$ cat src/rtl/uart_pkg.sv
// Shared UART FIFO constants and transmit FSM state type.
// Used by both the transmit and the receive FIFO.
package uart_pkg;

  localparam int unsigned UART_FIFO_DEPTH = 32;
  localparam int unsigned UART_FIFO_AW    = 5;
  localparam int unsigned UART_DW         = 8;

  typedef enum logic [1:0] {
    IDLE = 2'd0,
    SEND = 2'd1,
    WAIT = 2'd2
  } tx_state_t;

endpackage

$ cat src/rtl/tx_fifo_mem.sv
// DEPTH x DW register file for the transmit FIFO.
// Synchronous write port; combinational read port.
module tx_fifo_mem #(
  parameter int unsigned DEPTH = 32,
  parameter int unsigned AW    = 5,
  parameter int unsigned DW    = 8
) (
  input  logic          clk,
  input  logic          we,
  input  logic [AW-1:0] waddr,
  input  logic [DW-1:0] wdata,
  input  logic [AW-1:0] raddr,
  output logic [DW-1:0] rdata
);

  logic [DW-1:0] mem_q [DEPTH];

  // Contents are deliberately not reset; only the pointers are.
  always_ff @(posedge clk) begin
    if (we) begin
      mem_q[waddr] <= wdata;
    end
  end

  assign rdata = mem_q[raddr];

endmodule

$ cat src/rtl/transmit_fifo.sv
// UART transmit FIFO: CPU-side byte store plus a sender FSM that hands one byte
// at a time to the serializer via a tx_start / TXdone handshake.
module transmit_fifo
  import uart_pkg::*;
#(
  parameter int unsigned DEPTH = UART_FIFO_DEPTH,
  parameter int unsigned AW    = UART_FIFO_AW,
  parameter int unsigned DW    = UART_DW
) (
  input  logic          clk,
  input  logic          rst,
  input  logic          fifowr,
  input  logic [DW-1:0] wdata,
  input  logic          tx_en,
  input  logic          TXdone,
  input  logic          ovf_clr,
  output logic          fifofull,
  output logic          notempty,
  output logic [AW:0]   count,
  output logic          overflow,
  output logic [DW-1:0] tx_data,
  output logic          tx_start,
  output logic          tx_busy
);

  localparam logic [AW:0] FULL_CNT = (AW+1)'(DEPTH);

  tx_state_t     state_q, state_d;
  logic [AW-1:0] wrptr_q, wrptr_d;
  logic [AW-1:0] rdptr_q, rdptr_d;
  logic [AW:0]   count_q, count_d;
  logic          overflow_q, overflow_d;
  logic [DW-1:0] tx_data_q, tx_data_d;
  logic [DW-1:0] rdata;
  logic          pop;
  logic          write;
  logic          avail;

  assign avail = tx_en && (count_q != '0);

  always_comb begin
    state_d = state_q;
    pop     = 1'b0;
    unique case (state_q)
      IDLE: begin
        if (avail) begin
          state_d = SEND;
          pop     = 1'b1;
        end
      end
      SEND: state_d = WAIT;
      WAIT: begin
        if (TXdone) begin
          if (avail) begin
            state_d = SEND;
            pop     = 1'b1;
          end else begin
            state_d = IDLE;
          end
        end
      end
      default: state_d = IDLE;
    endcase
  end

  // A pop on the same edge frees a slot, so a write at full is still accepted.
  assign write = fifowr && ((count_q != FULL_CNT) || pop);

  always_comb begin
    wrptr_d    = write ? wrptr_q + 1'b1 : wrptr_q;
    rdptr_d    = pop ? rdptr_q + 1'b1 : rdptr_q;
    tx_data_d  = pop ? rdata : tx_data_q;
    count_d    = count_q;
    unique case ({write, pop})
      2'b10:   count_d = count_q + 1'b1;
      2'b01:   count_d = count_q - 1'b1;
      default: count_d = count_q;
    endcase
    overflow_d = overflow_q;
    if (fifowr && !write) begin
      overflow_d = 1'b1;
    end else if (ovf_clr) begin
      overflow_d = 1'b0;
    end
  end

  always_ff @(posedge clk or posedge rst) begin
    if (rst) begin
      state_q    <= IDLE;
      wrptr_q    <= '0;
      rdptr_q    <= '0;
      count_q    <= '0;
      overflow_q <= 1'b0;
      tx_data_q  <= '0;
    end else begin
      state_q    <= state_d;
      wrptr_q    <= wrptr_d;
      rdptr_q    <= rdptr_d;
      count_q    <= count_d;
      overflow_q <= overflow_d;
      tx_data_q  <= tx_data_d;
    end
  end

  tx_fifo_mem #(
    .DEPTH (DEPTH),
    .AW    (AW),
    .DW    (DW)
  ) u_mem (
    .clk   (clk),
    .we    (write),
    .waddr (wrptr_q),
    .wdata (wdata),
    .raddr (rdptr_q),
    .rdata (rdata)
  );

  assign fifofull = (count_q == FULL_CNT);
  assign notempty = (count_q != '0);
  assign count    = count_q;
  assign overflow = overflow_q;
  assign tx_data  = tx_data_q;
  assign tx_start = (state_q == SEND);
  assign tx_busy  = (state_q != IDLE);

endmodule

$ cat config.mk
export PLATFORM = sky130hd
export DESIGN_NAME = transmit_fifo
export DESIGN_NICKNAME = d
export VERILOG_FILES = /design/src/rtl/uart_pkg.sv /design/src/rtl/tx_fifo_mem.sv /design/src/rtl/transmit_fifo.sv
export SDC_FILE = /design/constraint.sdc
export NUM_CORES = 1
export LEC_CHECK = 0
export ABC_CLOCK_PERIOD_IN_PS = 2650
export BUFFER_PORTS_ARGS = -buffer_cell sky130_fd_sc_hd__clkbuf_2
export CAP_MARGIN = 20
export CORE_MARGIN = 3
export CORE_UTILIZATION = 58
export CTS_BUF_LIST = sky130_fd_sc_hd__clkbuf_4
export DETAILED_ROUTE_END_ITERATION = 10
export PLACE_DENSITY = 0.79
export RECOVER_POWER = 100
export SYNTH_ARGS = -nofsm -noshare
export SYNTH_HDL_FRONTEND = slang
export SYNTH_SLANG_ARGS = --single-unit
export TNS_END_PERCENT = 50
$ cat constraint.sdc
create_clock -name clk -period 2.65 [get_ports clk]
set_input_delay 0.265 -clock clk [delete_from_list [all_inputs] [get_ports clk]]
set_output_delay 0.265 -clock clk [all_outputs]
set_load 0.005 [all_outputs]
==> results of run 1 <==
==> final timing paths <==
kind,slack [ps],from,end,depth (start not counted)
max,20,count[3]$_DFFE_PP0P_,count[5]$_DFFE_PP0P_,10
min,350,tx_en,count[5]$_DFFE_PP0P_,6
max reg2reg,20,count[3]$_DFFE_PP0P_,count[5]$_DFFE_PP0P_,10
min reg2reg,520,state_q[0]$_DFFE_PP0P_,state_q[1]$_DFFE_PP0P_,1
max in group asynchronous,1430,rst,wrptr_q[3]$_DFFE_PP0P_,4
min in group asynchronous,380,rst,tx_data[6]$_DFFE_PP0P_,3
==> per-layer routing <==
layer,wire length [um],GRT usage,vias up
li1,-,-,2665
met1,9630,0.311,3161
met2,11600,0.356,285
met3,1940,0.0760,45
met4,647,0.0880,0
met5,0,0,-
==> placed cells by master (no fill, tap or decap), types with 11 or more instances in the layout <==
cell,instances
sky130_fd_sc_hd__clkbuf_2,15
sky130_fd_sc_hd__mux4_2,58
sky130_fd_sc_hd__clkbuf_4,101
sky130_fd_sc_hd__dfrtp_1,24
sky130_fd_sc_hd__xnor2_1,11
sky130_fd_sc_hd__edfxtp_1,256
sky130_fd_sc_hd__clkinv_1,16
sky130_fd_sc_hd__nand2_1,11
sky130_fd_sc_hd__clkbuf_1,21
sky130_fd_sc_hd__buf_4,30
sky130_fd_sc_hd__mux2i_1,30
sky130_fd_sc_hd__inv_1,12
sky130_fd_sc_hd__nand3_1,15
sky130_fd_sc_hd__nor2_1,37
==> Yosys cell counts (2+ instances only) <==
| master | count |
|---|---|
| sky130_fd_sc_hd__nand2_1 | 10 |
| sky130_fd_sc_hd__xnor2_1 | 11 |
| sky130_fd_sc_hd__a21boi_0 | 7 |
| sky130_fd_sc_hd__or3_1 | 2 |
| sky130_fd_sc_hd__nand4_1 | 4 |
| sky130_fd_sc_hd__inv_1 | 13 |
| sky130_fd_sc_hd__nor2_1 | 38 |
| sky130_fd_sc_hd__clkbuf_1 | 8 |
| sky130_fd_sc_hd__buf_1 | 2 |
| sky130_fd_sc_hd__o211a_1 | 7 |
| sky130_fd_sc_hd__nor2b_1 | 2 |
| sky130_fd_sc_hd__nor3_1 | 2 |
| sky130_fd_sc_hd__nand2b_1 | 8 |
| sky130_fd_sc_hd__or3b_2 | 2 |
| sky130_fd_sc_hd__mux2_4 | 3 |
| sky130_fd_sc_hd__edfxtp_1 | 256 |
| sky130_fd_sc_hd__dfrtp_1 | 27 |
| sky130_fd_sc_hd__a21oi_1 | 5 |
| sky130_fd_sc_hd__nand3_1 | 15 |
| sky130_fd_sc_hd__a21o_1 | 2 |
| sky130_fd_sc_hd__o2111ai_1 | 7 |
| sky130_fd_sc_hd__buf_4 | 8 |
| sky130_fd_sc_hd__buf_2 | 11 |
| sky130_fd_sc_hd__nand3b_1 | 4 |
| sky130_fd_sc_hd__a221o_1 | 7 |
| sky130_fd_sc_hd__mux4_2 | 58 |
| sky130_fd_sc_hd__mux2i_1 | 30 |
| sky130_fd_sc_hd__o21ai_0 | 4 |
| sky130_fd_sc_hd__mux2_2 | 7 |
| sky130_fd_sc_hd__o21bai_1 | 2 |
| sky130_fd_sc_hd__ha_1 | 9 |
==> critical path, stage by stage (launching register included) <==
cell	delay [ps]
sky130_fd_sc_hd__dfrtp_1	370
sky130_fd_sc_hd__or4_4	570
sky130_fd_sc_hd__nor3_4	200
sky130_fd_sc_hd__or3_4	160
sky130_fd_sc_hd__inv_4	50
sky130_fd_sc_hd__ha_4	220
sky130_fd_sc_hd__a211oi_2	200
sky130_fd_sc_hd__o21bai_1	130
sky130_fd_sc_hd__a21oi_2	220
sky130_fd_sc_hd__mux2i_1	250
sky130_fd_sc_hd__o221ai_1	140
==> power groups by stage <==
stage	Clock, uW	Sequential (uW)	Combinational, uW
3_5_place_dp	0	5940	3980
5_1_grt	3860	5920	4290
3_3_place_gp	0	5910	3860
6_report	3530	5840	4020
4_1_cts	3590	5850	4020
2_1_floorplan	0	5580	3010
==> cell families (layout without fill, tap and decap cells) <==
logic type,count (synthesis),count (layout),share of synthesized area
AO/OA/AOI/OAI,49,49,0.0355
XOR/XNOR,12,12,0.00919
buffers and inverters,43,212,0.0186
adder cells (fa/ha/maj),10,10,0.0116
AND/OR/NAND/NOR,95,95,0.0421
multiplexers,98,98,0.151
other,0,2,0
flip-flops,283,283,0.732
==> registers in the layout, indices dropped and copies added (netlist names) <==
signal / flops
count: 6
u_mem.mem_q: 256
rdptr_q: 5
state_q: 2
wrptr_q: 5
overflow: 1
tx_data: 8
==> through the flow <==
stage / total power [uW] / cells
finish: 13400 / 1021
global route: 14100 / 1021
CTS: 13500 / 1017
detailed placement: 9920 / 885
global placement: 9780 / 884
floorplan: 8590 / 590
==> repair_timing <==
item / 4_1_cts / 5_1_grt
buffers inserted: 1 / 2
gates cloned: 0 / 0
endpoints found under the setup margin: 1 / 5
pin swaps: 3 / 8
endpoints found under the hold margin: 24 / 0
gates resized for setup: 1 / 5
hold buffers: 5 / 0
==> layout make-up <==
class / instances / area [sq um]
sequential: 283 / 8370
fill: 1287 / 6020
multi-input combinational: 264 / 2900
clock buffer: 101 / 758
timing repair buffer: 73 / 469
tap: 260 / 325
clock inverter: 25 / 128
inverter: 13 / 51.3
antenna: 2 / 5.00
==> summary.md, run 1 <==
| Metric | Value |
|---|---|
| Seq/Total Area, Yosys | `0.732` |
| Clock root buffer master | `sky130_fd_sc_hd__clkbuf_4` |
| Routed Antenna Nets | `0` |
| Starting density of the core | `0.601` |
| Clk pwr share | `0.263` |
| Aggregate routed wire length | `~24,000 um` |
| Type of destination of the critical path | `flop` |
| Vias in the first global route | `6,627` |
| Number of antenna violations at the first check in global routing | `2` |
| Setup slack after placement | `-61.3 ps` |
| Number of library cell types mapped by synthesis | `50` |
| Final worst clock skew | `40.1 ps` |
| Result of the run | `finished with violations` |
| Design internal power | `around 9000 uW` |
| Setup WS post-layout | `22.7 ps` |
| DR iter-0 viols | `roughly 620` |
| Clk slew on worst S/H paths | `60 ps` |
| Portion of total power attributed to sequential cells | `0.436` |
| Largest buffer count on any clock path | `3` |
| Switching part of the total | `0.313` |
| Post-route cell area | `13,000 sq um` |
| Max-cap check violation count | `6` |
| # clock sinks | `between 200 and 300` |
| Fraction of synthesis flops using an asynchronous set or reset pin | `0.0954` |
| Power density over the cells | `just over 1000 nW/um^2` |
| Top cell type's share of synthesized area | `0.673` |
| Height of the die | `146 um` |
| Worst-skew pair later-pin latency | `670 ps` |
| Final Hold Viols | `0` |
| Number of input and output port buffers inserted | `32` |
| Core occupancy in the finished layout | `0.684` |
| Static Leak | `0.00446 uW` |
| Routed wire length per instance | `23.3 um` |
| Critical path class | `flop to flop` |
| Final period utilization | `0.991` |
| Top cells by area in the synthesized netlist | `sky130_fd_sc_hd__edfxtp_1 67%, sky130_fd_sc_hd__mux4_2 11%, sky130_fd_sc_hd__dfrtp_1 5.9%` |
| Cts bufs inserted | `71` |
| Average cell area after synthesis | `19.4 sq um` |
| Fmax | `about 380 MHz` |
| Global-route wire length before repair | `approximately 37,000 um` |
| CTS tree | `yes` |
| Area growth from synthesis to layout | `13.7%` |
| DRC errors left | `0` |
| Detailed placer's ending HPWL | `14,800 um` |
| Number of top-level design ports | `33` |
| Critical Path AT | `3140 ps` |
| Number of synthesized flops with an enable pin | `256` |
| Number of synthesized register bits | `283` |
| Worst hold-check slack | `353 ps` |
| Largest net degree at the start of global routing | `33` |
| Overall die area | `21,400 sq um` |
| Leading area contributor after synthesis | `sky130_fd_sc_hd__edfxtp_1` |
| Total core area | `19,000 sq um` |
| Area after DPL | `12,100 sq um` |
| Max Fanout on Critical Path | `4` |
| Final critical-path required period | `around 2600 ps` |
| Type of the worst min-delay path | `primary input to flop` |
| Violated checks | `max-capacitance violations, max-slew violations` |
| Kind of start point of the critical path | `flop` |
| TNS Setup | `0 ps` |
| Grt total ovfl | `0` |
| Final max-slew violation count | `198` |
| Setup violations, final | `0` |
| Via count | `6,156` |
| Synth Net Count | `614` |
| Mapped Area | `11,400 sq um` |
| Fraction of layout cells with a size suffix above 1 | `0.321` |
| Transition at the pin with the smallest max-transition slack | `around 1600 ps` |
| Total global-route track usage | `0.231` |
| Most used flip-flop cell after synthesis | `sky130_fd_sc_hd__edfxtp_1` |
| Number of placement rows | `50` |
| Share of total power in combinational logic | `0.300` |
| Clock H-tree levels | `3` |
| Avg Vias per Cell | `6.03` |
| RSZ-0062 raised after global routing | `yes` |
| Final nets | `730` |
| Warnings, synthesis | `0` |
| Number of optimization iterations in the first detailed-route pass | `5` |
| Rel. slew slack | `-0.0864` |
| Largest vdd supply drop | `594 uV` |
| Placer Congestion | `0.838` |
| Required time at the worst-slack endpoint | `3170 ps` |
| Cell count after synthesis | `590` |
| DIE WIDTH | `146 um` |
| Total net switching power | `4190 uW` |
Power figures use the tool's default switching activity.
==> run 2: changes to the inputs <==
--- a/config.mk
+++ b/config.mk
@@ -5,6 +5,7 @@
 export SDC_FILE = /design/constraint.sdc
 export NUM_CORES = 1
 export LEC_CHECK = 0
+export ABC_AREA = 1
 export ABC_CLOCK_PERIOD_IN_PS = 2650
 export BUFFER_PORTS_ARGS = -buffer_cell sky130_fd_sc_hd__clkbuf_2
 export CAP_MARGIN = 20
==> constraint.sdc (replaced) <==
create_clock -name clk -period 2.65 [get_ports clk]
set_input_delay 0.53 -clock clk [delete_from_list [all_inputs] [get_ports clk]]
set_output_delay 0.53 -clock clk [all_outputs]
set_load 0.005 [all_outputs]
==> summary.md, run 2 <==
| Metric | Value |
|---|---|
| Detailed placer's ending HPWL | `16,300 um (+9.8%)` |
| Final Hold Viols | `0 (unchanged)` |
| Largest vdd supply drop | `695 uV (+17%)` |
| Clk slew on worst S/H paths | `70 ps (about the same)` |
| # hold bufs at CTS | `1 (-4)` |
| Most used flip-flop cell after synthesis | `sky130_fd_sc_hd__edfxtp_1` |
| Height of the die | `151 um (+3.3%)` |
| Final nets | `1,289 (+77%)` |
| Top cells by area in the synthesized netlist | `sky130_fd_sc_hd__edfxtp_1 63%, sky130_fd_sc_hd__nand2_1 11%, sky130_fd_sc_hd__nand3_1 6.7%` |
| Total core area | `20,500 sq um (+7.8%)` |
| Most flops, register | `u_mem.mem_q` |
| Startpoint of the worst setup timing path | `count[2]$_DFFE_PP0P_` |
| Aggregate routed wire length | `27,100 um (+14%)` |
| Via count | `8,584 (+39%)` |
| Warnings, synthesis | `0 (unchanged)` |
| Top cell type's share of synthesized area | `0.628 (-0.0443)` |
| DR iter-0 viols | `913 (+47%)` |
| Final critical-path required period | `2420 ps (-210 ps)` |
| Critical Path AT | `2760 ps (-380 ps)` |
| Clock H-tree levels | `3 (unchanged)` |
| # clock sinks | `283 (unchanged)` |
| Area growth from synthesis to layout | `10.8%` |
| Setup WS post-layout | `233 ps (+210 ps)` |
| Violated checks | `max-capacitance violations, max-slew violations` |
| Result of the run | `finished with violations` |
| Average cell area after synthesis | `10.5 sq um (-46%)` |
| Final period utilization | `0.912 (-0.0793)` |
| Rel. slew slack | `-0.185 (-0.0987)` |
| Clock root buffer master | `sky130_fd_sc_hd__clkbuf_4` |
| Grt total ovfl | `0 (unchanged)` |
| Cell count after synthesis | `1,167 (+98%)` |
| Placer Congestion | `0.910 (+8.6%)` |
| Final max-slew violation count | `264 (+33%)` |
| Critical path class | `flop to flop` |
| Fraction of layout cells with a size suffix above 1 | `0.113 (-0.208)` |
| Commonest cells after routing, fill and taps aside | `377 x sky130_fd_sc_hd__nand2_1, 256 x sky130_fd_sc_hd__edfxtp_1, 164 x sky130_fd_sc_hd__nand3_1` |
| Post-CTS setup repair buffer count | `0 (-1)` |
| Overall die area | `22,900 sq um (+6.8%)` |
| Max Fanout on Critical Path | `8 (+4)` |
| Starting density of the core | `0.597 (-0.00392)` |
| Seq/Total Area, Yosys | `0.683 (-0.0482)` |
| Fraction of synthesis flops using an asynchronous set or reset pin | `0.0954 (unchanged)` |
| Cts bufs inserted | `72 (+1.4%)` |
| Max-cap check violation count | `8 (+2)` |
| Routed Antenna Nets | `0 (unchanged)` |
| Count of instances resized after the clock tree is built | `0 (-1)` |
| Leading area contributor after synthesis | `sky130_fd_sc_hd__edfxtp_1` |
| CTS tree | `yes` |
| Number of placement rows | `52 (+4.0%)` |
| Fmax | `414 MHz (+8.7%)` |
| Global-route wire length before repair | `42,800 um (+15%)` |
| Hold Path Origin | `ovf_clr` |
| Type of the worst min-delay path | `primary input to flop` |
| Largest buffer count on any clock path | `3 (unchanged)` |
| Setup violations, final | `0 (unchanged)` |
| Most common cell after layout, fill and taps aside | `sky130_fd_sc_hd__nand2_1` |
| DIE WIDTH | `151 um (+3.3%)` |
| Flip-flop count of the largest register, all copies and words added | `256 (unchanged)` |
| Most used standard cell by instance count after synthesis | `sky130_fd_sc_hd__nand2_1` |
| Required time at the worst-slack endpoint | `2990 ps (-180 ps)` |
| TNS Setup | `0 ps (unchanged)` |
| Synth Net Count | `1,191 (+94%)` |
| Top cells by count, synth | `372 x sky130_fd_sc_hd__nand2_1, 256 x sky130_fd_sc_hd__edfxtp_1, 164 x sky130_fd_sc_hd__nand3_1, 125 x sky130_fd_sc_hd__inv_1, 84 x sky130_fd_sc_hd__nor2_1` |
| Type of destination of the critical path | `flop` |
| Power density over the cells | `1020 nW/um^2 (-1.1%)` |
| Number of antenna violations at the first check in global routing | `3 (+1)` |
| DRC errors left | `0 (unchanged)` |
| Avg Vias per Cell | `5.41 (-10%)` |
| Number of top-level design ports | `33 (unchanged)` |
| Worst flop-to-flop path startpoint | `count[2]$_DFFE_PP0P_` |
| Number of synthesized flops with an enable pin | `256 (unchanged)` |
| Static Leak | `0.00559 uW (+25%)` |
| RSZ-0062 raised after global routing | `no` |
| Total global-route track usage | `0.246 (+0.0153)` |
| Number of optimization iterations in the first detailed-route pass | `6 (+1)` |
| Number of library cell types mapped by synthesis | `32 (-36%)` |
| Transition at the pin with the smallest max-transition slack | `1780 ps (+148 ps)` |
| Routed wire length per instance | `17.1 um (-27%)` |
| Number of synthesized register bits | `283 (unchanged)` |
| Number of input and output port buffers inserted | `32 (unchanged)` |
| Overall power consumption | `13,800 uW (+3.2%)` |
| Kind of start point of the critical path | `flop` |
| Worst-skew pair later-pin latency | `680 ps (about the same)` |
| Vias in the first global route | `8,364 (+26%)` |
| Final worst clock skew | `44.1 ps (+4.04 ps)` |
| Mapped Area | `12,200 sq um (+7.1%)` |
| Largest net degree at the start of global routing | `139 (+320%)` |
| Setup slack after placement | `191 ps (+252 ps)` |
[run 2: cell types whose count changed after synthesis, sizes merged, moves of 9 or more]
cell   change
mux4      -58
nand3    +149
o21ai     +16
nor2      +48
mux2i     -30
xor2       +9
mux2      -10
a21oi     +13
nand2    +367
inv      +118
buf       +22
xnor2     -10
[run 2: path summary, 6_finish.rpt]
check | slack (ps) | cells past startpoint | end
min in group asynchronous | 540 | 3 | count[5]$_DFFE_PP0P_
setup reg to reg | 230 | 7 | u_mem.mem_q[21][4]$_DFFE_PP_
hold reg to reg | 470 | 2 | tx_data[7]$_DFFE_PP0P_
hold / removal | 90 | 2 | overflow$_DFFE_PP0P_
setup / recovery | 230 | 7 | u_mem.mem_q[21][4]$_DFFE_PP_
max in group asynchronous | 1170 | 4 | rdptr_q[3]$_DFFE_PP0P_
[run 2: through the flow]
step	instance area [sq um]	util	hold WS (ps)	instances
2_1_floorplan	12200	-	473	1167
3_5_place_dp	12800	0.626	472	1460
5_1_grt	13600	0.662	41.7	1587
3_3_place_gp	12800	0.626	467	1460
4_1_cts	13700	0.670	43.3	1585
6_report	13600	0.662	86.2	1587
[run 2: cells by family after synthesis]
group           Yosys count  synth area share
simple gates            636             0.216
flops                   283             0.683
buf+inv                 186            0.0629
compound gates           41            0.0193
xor+xnor                 11           0.00787
fa+ha+maj                10            0.0108
[run 2: critical path, stage by stage, from the launching register on]
cell and delay (ps):
sky130_fd_sc_hd__dfrtp_1 430, sky130_fd_sc_hd__nor2_1 170, sky130_fd_sc_hd__nand4_1 250, sky130_fd_sc_hd__o21ai_4 350, sky130_fd_sc_hd__inv_4 90, sky130_fd_sc_hd__nand2_1 400, sky130_fd_sc_hd__nor2_1 120, sky130_fd_sc_hd__clkbuf_1 290
[run 2: metal layers]
metal  GRT usage  part of all wire  vias to the layer above
met4       0.107             0.034                        2
met5           0           0.00048                        -
met3      0.0634             0.084                       76
met2       0.394              0.48                      384
li1            -                 -                     4082
met1       0.321              0.40                     4040
[run 2: layout make-up]
class | instances | area, sq um
fill | 1595 | 6930
sequential | 283 | 8370
clock inverter | 14 | 55.1
tap | 270 | 338
clock buffer | 110 | 826
inverter | 134 | 507
timing repair buffer | 76 | 385
antenna | 2 | 5.00
multi-input combinational | 698 | 3080
[run 2: where the power goes]
part           total (uW)  internal [uW]  switching (uW)
clock                3530           1880            1650
combinational        4640           1390            3250
sequential           5650           5310             338
==> run 3: changes to the inputs <==
--- a/config.mk
+++ b/config.mk
@@ -15,6 +15,7 @@
 export DETAILED_ROUTE_END_ITERATION = 10
 export PLACE_DENSITY = 0.79
 export RECOVER_POWER = 100
+export REMOVE_ABC_BUFFERS = 1
 export SYNTH_ARGS = -nofsm -noshare
 export SYNTH_HDL_FRONTEND = slang
 export SYNTH_SLANG_ARGS = --single-unit
==> summary.md, run 3 (same netlist as run 2, synthesis figures left out) <==
| Metric | Value |
|---|---|
| Final nets | `1,286 (-0.23%)` |
| Share of total power in combinational logic | `0.331 (-0.005)` |
| Overall die area | `22,900 sq um (unchanged)` |
| # clock sinks | `283 (unchanged)` |
| Transition at the pin with the smallest max-transition slack | `1830 ps (+50.9 ps)` |
| Filler instances | `1,535 (-3.8%)` |
| Most common cell after layout, fill and taps aside | `sky130_fd_sc_hd__nand2_1` |
| Worst-skew pair later-pin latency | `680 ps (about the same)` |
| Final max-slew violation count | `231 (-13%)` |
| Clock root buffer master | `sky130_fd_sc_hd__clkbuf_4` |
| Number of placement rows | `52 (unchanged)` |
| Type of destination of the critical path | `flop` |
| Final critical-path required period | `2440 ps (+26.8 ps)` |
| Area after DPL | `12,800 sq um (about the same)` |
| Setup violations, final | `0 (unchanged)` |
| Global-route wire length before repair | `43,700 um (+2.1%)` |
| Largest net degree at the start of global routing | `74 (-47%)` |
| Clk slew on worst S/H paths | `60 ps (about the same)` |
| Largest vdd supply drop | `826 uV (+19%)` |
| Flip-flop count of the largest register, all copies and words added | `256 (unchanged)` |
| Register area | `8370 sq um (unchanged)` |
| Final period utilization | `0.922 (+0.0101)` |
| Kind of start point of the critical path | `flop` |
| Metal3 WL | `2530 um (+11%)` |
| Placer Congestion | `0.944 (+3.7%)` |
| Starting density of the core | `0.597 (unchanged)` |
| Largest buffer count on any clock path | `3 (unchanged)` |
| Total net switching power | `5360 uW (+2.3%)` |
| Total core area | `20,500 sq um (unchanged)` |
| Post-route cell area | `13,600 sq um (+0.30%)` |
| Post-CTS setup repair buffer count | `0 (unchanged)` |
| Grt total ovfl | `0 (unchanged)` |
| DRC errors left | `0 (unchanged)` |
| Design internal power | `8770 uW (+2.2%)` |
| Max-cap check violation count | `7 (-1)` |
| RSZ-0062 raised after global routing | `no` |
| Final worst clock skew | `44.2 ps (+0.0943 ps)` |
| Most flops, register | `u_mem.mem_q` |
| Aggregate routed wire length | `28,200 um (+4.1%)` |
| Violated checks | `max-capacitance violations, max-slew violations` |
| Uppermost layer routed | `met4` |
| Detailed placer's ending HPWL | `17,200 um (+5.5%)` |
| Total global-route track usage | `0.252 (+0.00663)` |
| Portion of total power attributed to sequential cells | `0.400 (-0.009)` |
| Routed wire length on met2 | `13,800 um (+5.5%)` |
| Critical Path AT | `3030 ps (+270 ps)` |
| Area used by multi-input combinational logic | `3080 sq um (about the same)` |
| DR iter-0 viols | `885 (-3.1%)` |
| Rel. slew slack | `-0.219 (-0.0339)` |
| Final Hold Viols | `0 (unchanged)` |
| Fraction of layout cells with a size suffix above 1 | `0.101 (-0.0121)` |
| Area growth from synthesis to layout | `11.2%` |
| Core occupancy in the finished layout | `0.664 (+0.00201)` |
| Clock H-tree levels | `3 (unchanged)` |
| Number of optimization iterations in the first detailed-route pass | `5 (-1)` |
| Number of input and output port buffers inserted | `32 (unchanged)` |
| Routed wire length per instance | `17.8 um (+4.3%)` |
| Via count | `8,605 (+0.24%)` |
| Power density over the cells | `1040 nW/um^2 (+1.9%)` |
| Type of the worst min-delay path | `primary input to flop` |
| Required time at the worst-slack endpoint | `3240 ps (+250 ps)` |
| Clk pwr share | `0.269 (+0.013)` |
| Count of instances resized after the clock tree is built | `0 (unchanged)` |
| Final antenna diode count | `0 (-2)` |
| TNS Setup | `0 ps (unchanged)` |
| CTS tree | `yes` |
| Result of the run | `finished with violations` |
| Height of the die | `151 um (unchanged)` |
| Static Leak | `0.00559 uW (about the same)` |
| Critical path class | `flop to flop` |
| DIE WIDTH | `151 um (unchanged)` |
| Detailed-routing wirelength on met1 | `10,800 um (+0.66%)` |
| Max Fanout on Critical Path | `5 (-3)` |
| Number of antenna violations at the first check in global routing | `0 (-3)` |
| Commonest cells after routing, fill and taps aside | `377 x sky130_fd_sc_hd__nand2_1, 256 x sky130_fd_sc_hd__edfxtp_1, 164 x sky130_fd_sc_hd__nand3_1` |
| Switching part of the total | `0.379 (about the same)` |
| Fmax | `409 MHz (-1.1%)` |
| Cts bufs inserted | `72 (unchanged)` |
| Vias in the first global route | `8,409 (+0.54%)` |
| Avg Vias per Cell | `5.43 (+0.43%)` |
| Routed Antenna Nets | `0 (unchanged)` |
| Number of top-level design ports | `33 (unchanged)` |
[run 3: power by group through the flow]
| stage | Combinational [uW] | Clock, uW | Sequential, uW |
|---|---|---|---|
| 2_1_floorplan | 2800 | 0 | 5900 |
| 3_3_place_gp | 4570 | 0 | 5710 |
| 3_5_place_dp | 4710 | 0 | 5730 |
| 4_1_cts | 4740 | 3880 | 5640 |
| 5_1_grt | 5150 | 4110 | 5690 |
| 6_report | 4680 | 3800 | 5650 |
[run 3: worst paths after layout]
check | cells past startpoint | slack, ps | startpoint | to
setup reg to reg | 15 | 210 | state_q[0]$_DFFE_PP0P_ | count[5]$_DFFE_PP0P_
min in group asynchronous | 3 | 540 | rst | state_q[1]$_DFFE_PP0P_
setup / recovery | 15 | 210 | state_q[0]$_DFFE_PP0P_ | count[5]$_DFFE_PP0P_
hold reg to reg | 2 | 480 | tx_data[3]$_DFFE_PP0P_ | tx_data[3]$_DFFE_PP0P_
max in group asynchronous | 4 | 1200 | rst | rdptr_q[3]$_DFFE_PP0P_
hold / removal | 2 | 70 | ovf_clr | overflow$_DFFE_PP0P_
[run 3: routing by layer]
metal / vias to the layer above / GRT usage
met5: - / 0.0136
met1: 4021 / 0.329
met4: 0 / 0.115
li1: 4071 / -
met3: 86 / 0.0554
met2: 427 / 0.407
[run 3: final cells by class]
type | instances | share of cell area
clock buffers | 97 | 0.0535
clock inverters | 29 | 0.0160
inverters | 134 | 0.0372
multi-input cells | 698 | 0.226
flip-flops and latches | 283 | 0.615
well taps | 270 | 0.0248
repair buffers | 73 | 0.0271
[run 3: critical path, cell delays in order (launching register included)]
cell and delay (ps):
sky130_fd_sc_hd__dfrtp_1 370, sky130_fd_sc_hd__inv_1 110, sky130_fd_sc_hd__nand2_1 100, sky130_fd_sc_hd__a21oi_4 190, sky130_fd_sc_hd__nand2_2 80, sky130_fd_sc_hd__nor2_1 310
sky130_fd_sc_hd__ha_1 360, sky130_fd_sc_hd__nand3_1 130, sky130_fd_sc_hd__nand3_1 120, sky130_fd_sc_hd__inv_1 80, sky130_fd_sc_hd__nor2_1 40, sky130_fd_sc_hd__nor2_1 160
sky130_fd_sc_hd__nand2_1 100, sky130_fd_sc_hd__o21ai_0 110, sky130_fd_sc_hd__nand2_1 70, sky130_fd_sc_hd__nand2_1 50
[run 3: repair_timing]
item                                    in CTS  in global routing
endpoints found under the hold margin       19                  0
hold buffers                                 1                  0
endpoints found under the setup margin       0                  0
[run 3: per-stage QoR]
| stage | hold WS (ps) | worst slack (ps) | power [uW] | instances |
|---|---|---|---|---|
| detailed placement | 465 | 200 | 10400 | 1457 |
| finish | 66.1 | 206 | 14100 | 1584 |
| floorplan | 473 | -1950 | 8710 | 1115 |
| global route | 53.1 | 56.6 | 14900 | 1584 |
| global placement | 466 | 311 | 10300 | 1457 |
| CTS | 12.7 | 297 | 14300 | 1584 |
